==> src/rtl/pinwheel_console_hub.sv <==
// pinwheel_console_hub: byte-stream console hub on the pinwheel data bus.
// Each channel owns a FIFO that the core fills through a DATA register and
// the host empties through a valid/ready drain port. A STATUS register
// exposes the count and flags and clears the sticky overflow bit.
module pinwheel_console_hub #(
  parameter int         NUM_CHAN = 4,
  parameter int         DEPTH    = 16,
  parameter logic [3:0] TAG_BASE = 4'h4
) (
  input  logic                  clock,
  input  logic                  reset_in,
  input  logic [31:0]           bus_addr,
  input  logic [31:0]           bus_wdata,
  input  logic [3:0]            bus_wmask,
  input  logic                  bus_wren,
  output logic [31:0]           bus_rdata,
  output logic                  bus_hit,
  output logic [NUM_CHAN-1:0]   drain_valid,
  output logic [8*NUM_CHAN-1:0] drain_data,
  input  logic [NUM_CHAN-1:0]   drain_ready,
  output logic [NUM_CHAN-1:0]   overflow
);

  localparam int PW = $clog2(DEPTH);
  localparam int CW = PW + 1;

  // Address decode results
  logic [3:0]          tag;
  logic [3:0]          rel;
  logic                hit;
  logic [1:0]          off;
  logic [NUM_CHAN-1:0] sel;

  // Per-channel handshake terms
  logic [NUM_CHAN-1:0] push;
  logic [NUM_CHAN-1:0] pop;
  logic [NUM_CHAN-1:0] full;
  logic [NUM_CHAN-1:0] wr_en;
  logic [NUM_CHAN-1:0] drop;
  logic [NUM_CHAN-1:0] clr;

  // Per-channel FIFO state
  logic [PW-1:0] wr_ptr_q [NUM_CHAN];
  logic [PW-1:0] wr_ptr_d [NUM_CHAN];
  logic [PW-1:0] rd_ptr_q [NUM_CHAN];
  logic [PW-1:0] rd_ptr_d [NUM_CHAN];
  logic [CW-1:0] count_q  [NUM_CHAN];
  logic [CW-1:0] count_d  [NUM_CHAN];
  logic [NUM_CHAN-1:0] overflow_q;
  logic [NUM_CHAN-1:0] overflow_d;

  // FIFO storage, deliberately left out of reset
  logic [7:0] fifo_mem [NUM_CHAN][DEPTH];

  // Registered read port
  logic        bus_hit_q;
  logic        bus_hit_d;
  logic [31:0] bus_rdata_q;
  logic [31:0] bus_rdata_d;
  logic [7:0]  cnt8;

  // Bus bits the hub never looks at
  logic unused_bits;
  assign unused_bits = ^{bus_addr[27:4], bus_addr[1:0], bus_wdata[31:8], bus_wmask[3:1]};

  // Decode the tag nibble into a hit flag and a one-hot channel select
  always_comb begin
    tag = bus_addr[31:28];
    rel = tag - TAG_BASE;
    off = bus_addr[3:2];
    hit = ({28'b0, rel} < 32'(NUM_CHAN));
    sel = '0;
    for (int i = 0; i < NUM_CHAN; i++) begin
      sel[i] = hit && ({28'b0, rel} == 32'(i));
    end
  end

  // Drain port: head byte and non-empty flag straight from the FIFO state
  always_comb begin
    drain_valid = '0;
    drain_data  = '0;
    for (int i = 0; i < NUM_CHAN; i++) begin
      drain_valid[i]      = (count_q[i] != '0);
      drain_data[8*i +: 8] = fifo_mem[i][rd_ptr_q[i]];
    end
  end

  // Push/pop arbitration and next pointer, count and overflow per channel
  always_comb begin
    push       = '0;
    pop        = '0;
    full       = '0;
    wr_en      = '0;
    drop       = '0;
    clr        = '0;
    overflow_d = overflow_q;
    for (int i = 0; i < NUM_CHAN; i++) begin
      wr_ptr_d[i] = wr_ptr_q[i];
      rd_ptr_d[i] = rd_ptr_q[i];
      count_d[i]  = count_q[i];

      push[i]  = sel[i] && bus_wren && bus_wmask[0] && (off == 2'd0);
      clr[i]   = sel[i] && bus_wren && bus_wmask[0] && (off == 2'd1) && bus_wdata[0];
      pop[i]   = drain_valid[i] && drain_ready[i];
      full[i]  = (count_q[i] == CW'(DEPTH));
      // A simultaneous pop frees the slot, so a push into a full FIFO survives
      wr_en[i] = push[i] && (!full[i] || pop[i]);
      drop[i]  = push[i] && full[i] && !pop[i];

      if (wr_en[i]) begin
        wr_ptr_d[i] = wr_ptr_q[i] + PW'(1);
      end
      if (pop[i]) begin
        rd_ptr_d[i] = rd_ptr_q[i] + PW'(1);
      end
      if (wr_en[i] && !pop[i]) begin
        count_d[i] = count_q[i] + CW'(1);
      end else if (!wr_en[i] && pop[i]) begin
        count_d[i] = count_q[i] - CW'(1);
      end

      // A drop in the same cycle as a clear leaves the flag set
      if (drop[i]) begin
        overflow_d[i] = 1'b1;
      end else if (clr[i]) begin
        overflow_d[i] = 1'b0;
      end
    end
  end

  // Status word for the addressed channel, sampled from pre-edge state
  always_comb begin
    bus_hit_d   = hit;
    bus_rdata_d = '0;
    cnt8        = '0;
    for (int i = 0; i < NUM_CHAN; i++) begin
      if (sel[i] && (off == 2'd1)) begin
        cnt8         = '0;
        cnt8[CW-1:0] = count_q[i];
        bus_rdata_d  = {16'b0, cnt8, 5'b0, overflow_q[i], full[i], (count_q[i] == '0)};
      end
    end
  end

  // Control state registers with asynchronous reset
  always_ff @(posedge clock or posedge reset_in) begin
    if (reset_in) begin
      for (int i = 0; i < NUM_CHAN; i++) begin
        wr_ptr_q[i] <= '0;
        rd_ptr_q[i] <= '0;
        count_q[i]  <= '0;
      end
      overflow_q  <= '0;
      bus_hit_q   <= 1'b0;
      bus_rdata_q <= '0;
    end else begin
      for (int i = 0; i < NUM_CHAN; i++) begin
        wr_ptr_q[i] <= wr_ptr_d[i];
        rd_ptr_q[i] <= rd_ptr_d[i];
        count_q[i]  <= count_d[i];
      end
      overflow_q  <= overflow_d;
      bus_hit_q   <= bus_hit_d;
      bus_rdata_q <= bus_rdata_d;
    end
  end

  // FIFO storage write; stale contents are hidden by drain_valid after reset
  always_ff @(posedge clock) begin
    for (int i = 0; i < NUM_CHAN; i++) begin
      if (wr_en[i]) begin
        fifo_mem[i][wr_ptr_q[i]] <= bus_wdata[7:0];
      end
    end
  end

  assign bus_hit   = bus_hit_q;
  assign bus_rdata = bus_rdata_q;
  assign overflow  = overflow_q;

endmodule

==> config.mk <==
export PLATFORM = sky130hd
export DESIGN_NAME = pinwheel_console_hub
export DESIGN_NICKNAME = d
export VERILOG_FILES = /design/src/rtl/pinwheel_console_hub.sv
export SDC_FILE = /design/constraint.sdc
export NUM_CORES = 1
export LEC_CHECK = 0
export CORE_MARGIN = 2
export CORE_UTILIZATION = 64
export CTS_CLUSTER_SIZE = 24
export DETAILED_ROUTE_END_ITERATION = 16
export GPL_TIMING_DRIVEN = 0
export PLACE_DENSITY = 0.85
export SYNTH_ARGS = -nofsm -noshare
export SYNTH_HDL_FRONTEND = slang
export SYNTH_SLANG_ARGS = --single-unit
==> constraint.sdc <==
create_clock -name clock -period 7.8 [get_ports clock]
set_input_delay 1.56 -clock clock [delete_from_list [all_inputs] [get_ports clock]]
set_output_delay 1.56 -clock clock [all_outputs]
set_load 0.02 [all_outputs]
==> impl_metrics.yaml <==
timing:
  final_max_slew_viol_count: 0
  fin_skew_ns: 0.01272
  period_needed_ns: 5.063
  setup_viol: 0
  hold_violations: 0
  relSlewSlack_pct: 7.749
  fin_tns_setup_ns: 0
  rsz0062_at_grt: "no"
  worst_hold_slack_ns: 0.5491
  fmax_mhz: 197.5
  period_share_pct: 64.91
  worst_slew_pin_slew_ns: 1.373
drt:
  viasPerCell: 6.401
  dr.pass1.iters: 7
  drt-total-wl_um: 49950
  drc: 0
  detail-route-antenna-nets: 0
  wl_per_cell_um: 25.96
  drtIter0Drc: 1331
  routed-via-count: 12320
setup_path:
  critPathLaunchType: "flop"
  criticalPathCategory: "flop to primary output"
  path_depth: 6
  cp_num_buf_inv: 3
  slowest_stage: "clkdlybuf4s50_1"
  required_ns: 6.24
  reg2reg_depth: 11
  crit_chain: "clkbuf_1 > buf_2 > mux4_2 > a22oi_1 > nand2_1 > clkdlybuf4s50_1"
  arrival_ns: 3.50
  critPathTopFamily: "buffers and inverters"
  critPathMaxFanout: 10
  cp-end-kind: "primary output"
  critPathMaxStageDelay_ns: 0.57
finish:
  n_fill_cell: 2015
  num-nets-final: 1532
  area_growth_pct: 13.98
  layout_common_cells: "edfxtp_1, mux4_2, dfrtp_1"
  diodes: 0
  seqCellArea_um2: 17000
  final_common_cell: "edfxtp_1"
  layout-drive-gt1-share_pct: 20.40
  design_area_um2: 26860
  multiInputGateArea_um2: 6123
die:
  die_w_um: 195.9
  core_area_um2: 36430
  rows: 70
  start_util_pct: 64.67
  num_io_pins: 148
  dieArea_um2: 38370
  die_h_um: 195.9
clock_network:
  htreeDepth: 2
  numCtsBuffers: 55
  clk_pin_slew_ns: 0.06
  holdBufCountCts: 0
  root_buffer: "clkbuf_16"
  worst_skew_pair.late_latency_ns: 0.61
  clock_sinks: 577
  cts_setup_buffers: 0
  cts_resized: 0
  cts_buffer_depth: 3
  cts_tree: "built"
global_routing:
  grt_first_pass_wirelength_um: 76380
  grt_max_degree: 49
  grt_pass1_vias: 12770
  overflow: 0
  grtUsageTotal_pct: 27.09
  antenna_found_initial: 1
synthesis:
  ys_types: 56
  avgSynthCellArea_um2: 18.76
  synth_warnings: 0
  synth_area_um2: 23560
  yosysTopAreaCell: "edfxtp_1"
  synth-edff-count: 512
  synth_flop_cell: "edfxtp_1"
  synthCells: 1256
  synthArstFlopShare_pct: 11.27
  ys_seq_area_share_pct: 72.15
  netlist.area_leader.share_pct: 65.25
  synth.top_cells.by_area: "edfxtp_1, mux4_2, dfrtp_1, a22oi_1, ha_1"
  synth-seq-cells: 577
pwr:
  vdd_drop_max_v: 0.0003058
  p_leak_uw: 0.008995
  p_per_area_nw_per_um2: 337.9
run_status:
  status: "complete, no violations"
min_path:
  min_path_type: "flop to flop"
  holdPathStages: 2
placed_design:
  io_buffers: 70
  place_area_um2: 25100
  place_hpwl_um: 32300
  gp_congestion: 0.8159
job:
  cap_violations: 0
==> registers in the layout (all words and copies together) (netlist names) <==
name and flops:
bus_hit 1, bus_rdata 8, count_q 20, fifo_mem 512
overflow 4, rd_ptr_q 16, wr_ptr_q 16
==> through the flow <==
stage	worst slack (ns)	total power, uW	cells	utilization, %
final	2.737	9074	1924	73.71
after global routing	2.590	9432	1924	73.71
after CTS	2.724	9115	1923	73.68
after detailed placement	2.517	6525	1826	68.89
after global placement	2.754	6421	1817	68.44
after floorplan	3.480	5554	1279	-
==> worst paths after layout <==
| check | from | end | slack, ns |
|---|---|---|---|
| setup / recovery | rd_ptr_q[4] | drain_data[19] | 2.74 |
| setup reg to reg | count_q[0] | count_q[4] | 3.96 |
| min in group asynchronous | reset_in | overflow[3] | 1.46 |
| max in group asynchronous | reset_in | rd_ptr_q[15] | 5.69 |
| hold / removal | overflow[0] | overflow[0] | 0.55 |
| hold reg to reg | overflow[0] | overflow[0] | 0.55 |
==> cells in the mapped netlist, drive strengths merged (27+ instances only) <==
cell type,count
edfxtp,512
mux4,135
dfrtp,65
a22oi,64
nor2,61
buf,54
nand2,53
ha,37
nand3,33
clkbuf,30
xnor2,28
nor3,27
==> logic make-up (layout without fill, tap and decap cells) <==
group,Yosys count,count (layout),synth area share [%]
adder cells (fa/ha/maj),41,41,2.304
AO/OA/AOI/OAI,116,116,3.462
flip-flops,577,577,72.15
buffers and inverters,105,282,2.251
multiplexers,146,146,13.43
AND/OR/NAND/NOR,234,234,5.050
other,1,24,0.01591
XOR/XNOR,36,36,1.338
==> worst min-delay path: stages, from the launching register on <==
cell,delay [ns]
dfrtp_1,0.37
o31ai_1,0.08
o21ai_0,0.07
==> routing by layer <==
| layer | vias to the layer above | GRT usage [%] | share of wire, % |
|---|---|---|---|
| met4 | 2 | 9.287 | 3.0 |
| li1 | 5295 | - | - |
| met2 | 562 | 46.04 | 51 |
| met1 | 6356 | 36.25 | 37 |
| met5 | - | 0 | 0.026 |
| met3 | 100 | 4.590 | 8.5 |
==> cell type report <==
type | count | area share, %
flip-flops and latches | 577 | 63.30
multi-input cells | 597 | 22.80
clock buffers | 70 | 5.744
repair buffers | 80 | 3.242
well taps | 468 | 2.180
plain buffers | 84 | 1.682
clock inverters | 27 | 0.7547
inverters | 21 | 0.2935
==> power by group <==
| group | internal [uW] | switching [uW] | total, uW |
|---|---|---|---|
| Clock | 1460 | 1120 | 2590 |
| Combinational | 1350 | 1510 | 2860 |
| Sequential | 3470 | 159 | 3630 |
| Total | 6280 | 2790 | 9070 |
Power figures use the tool's default switching activity.
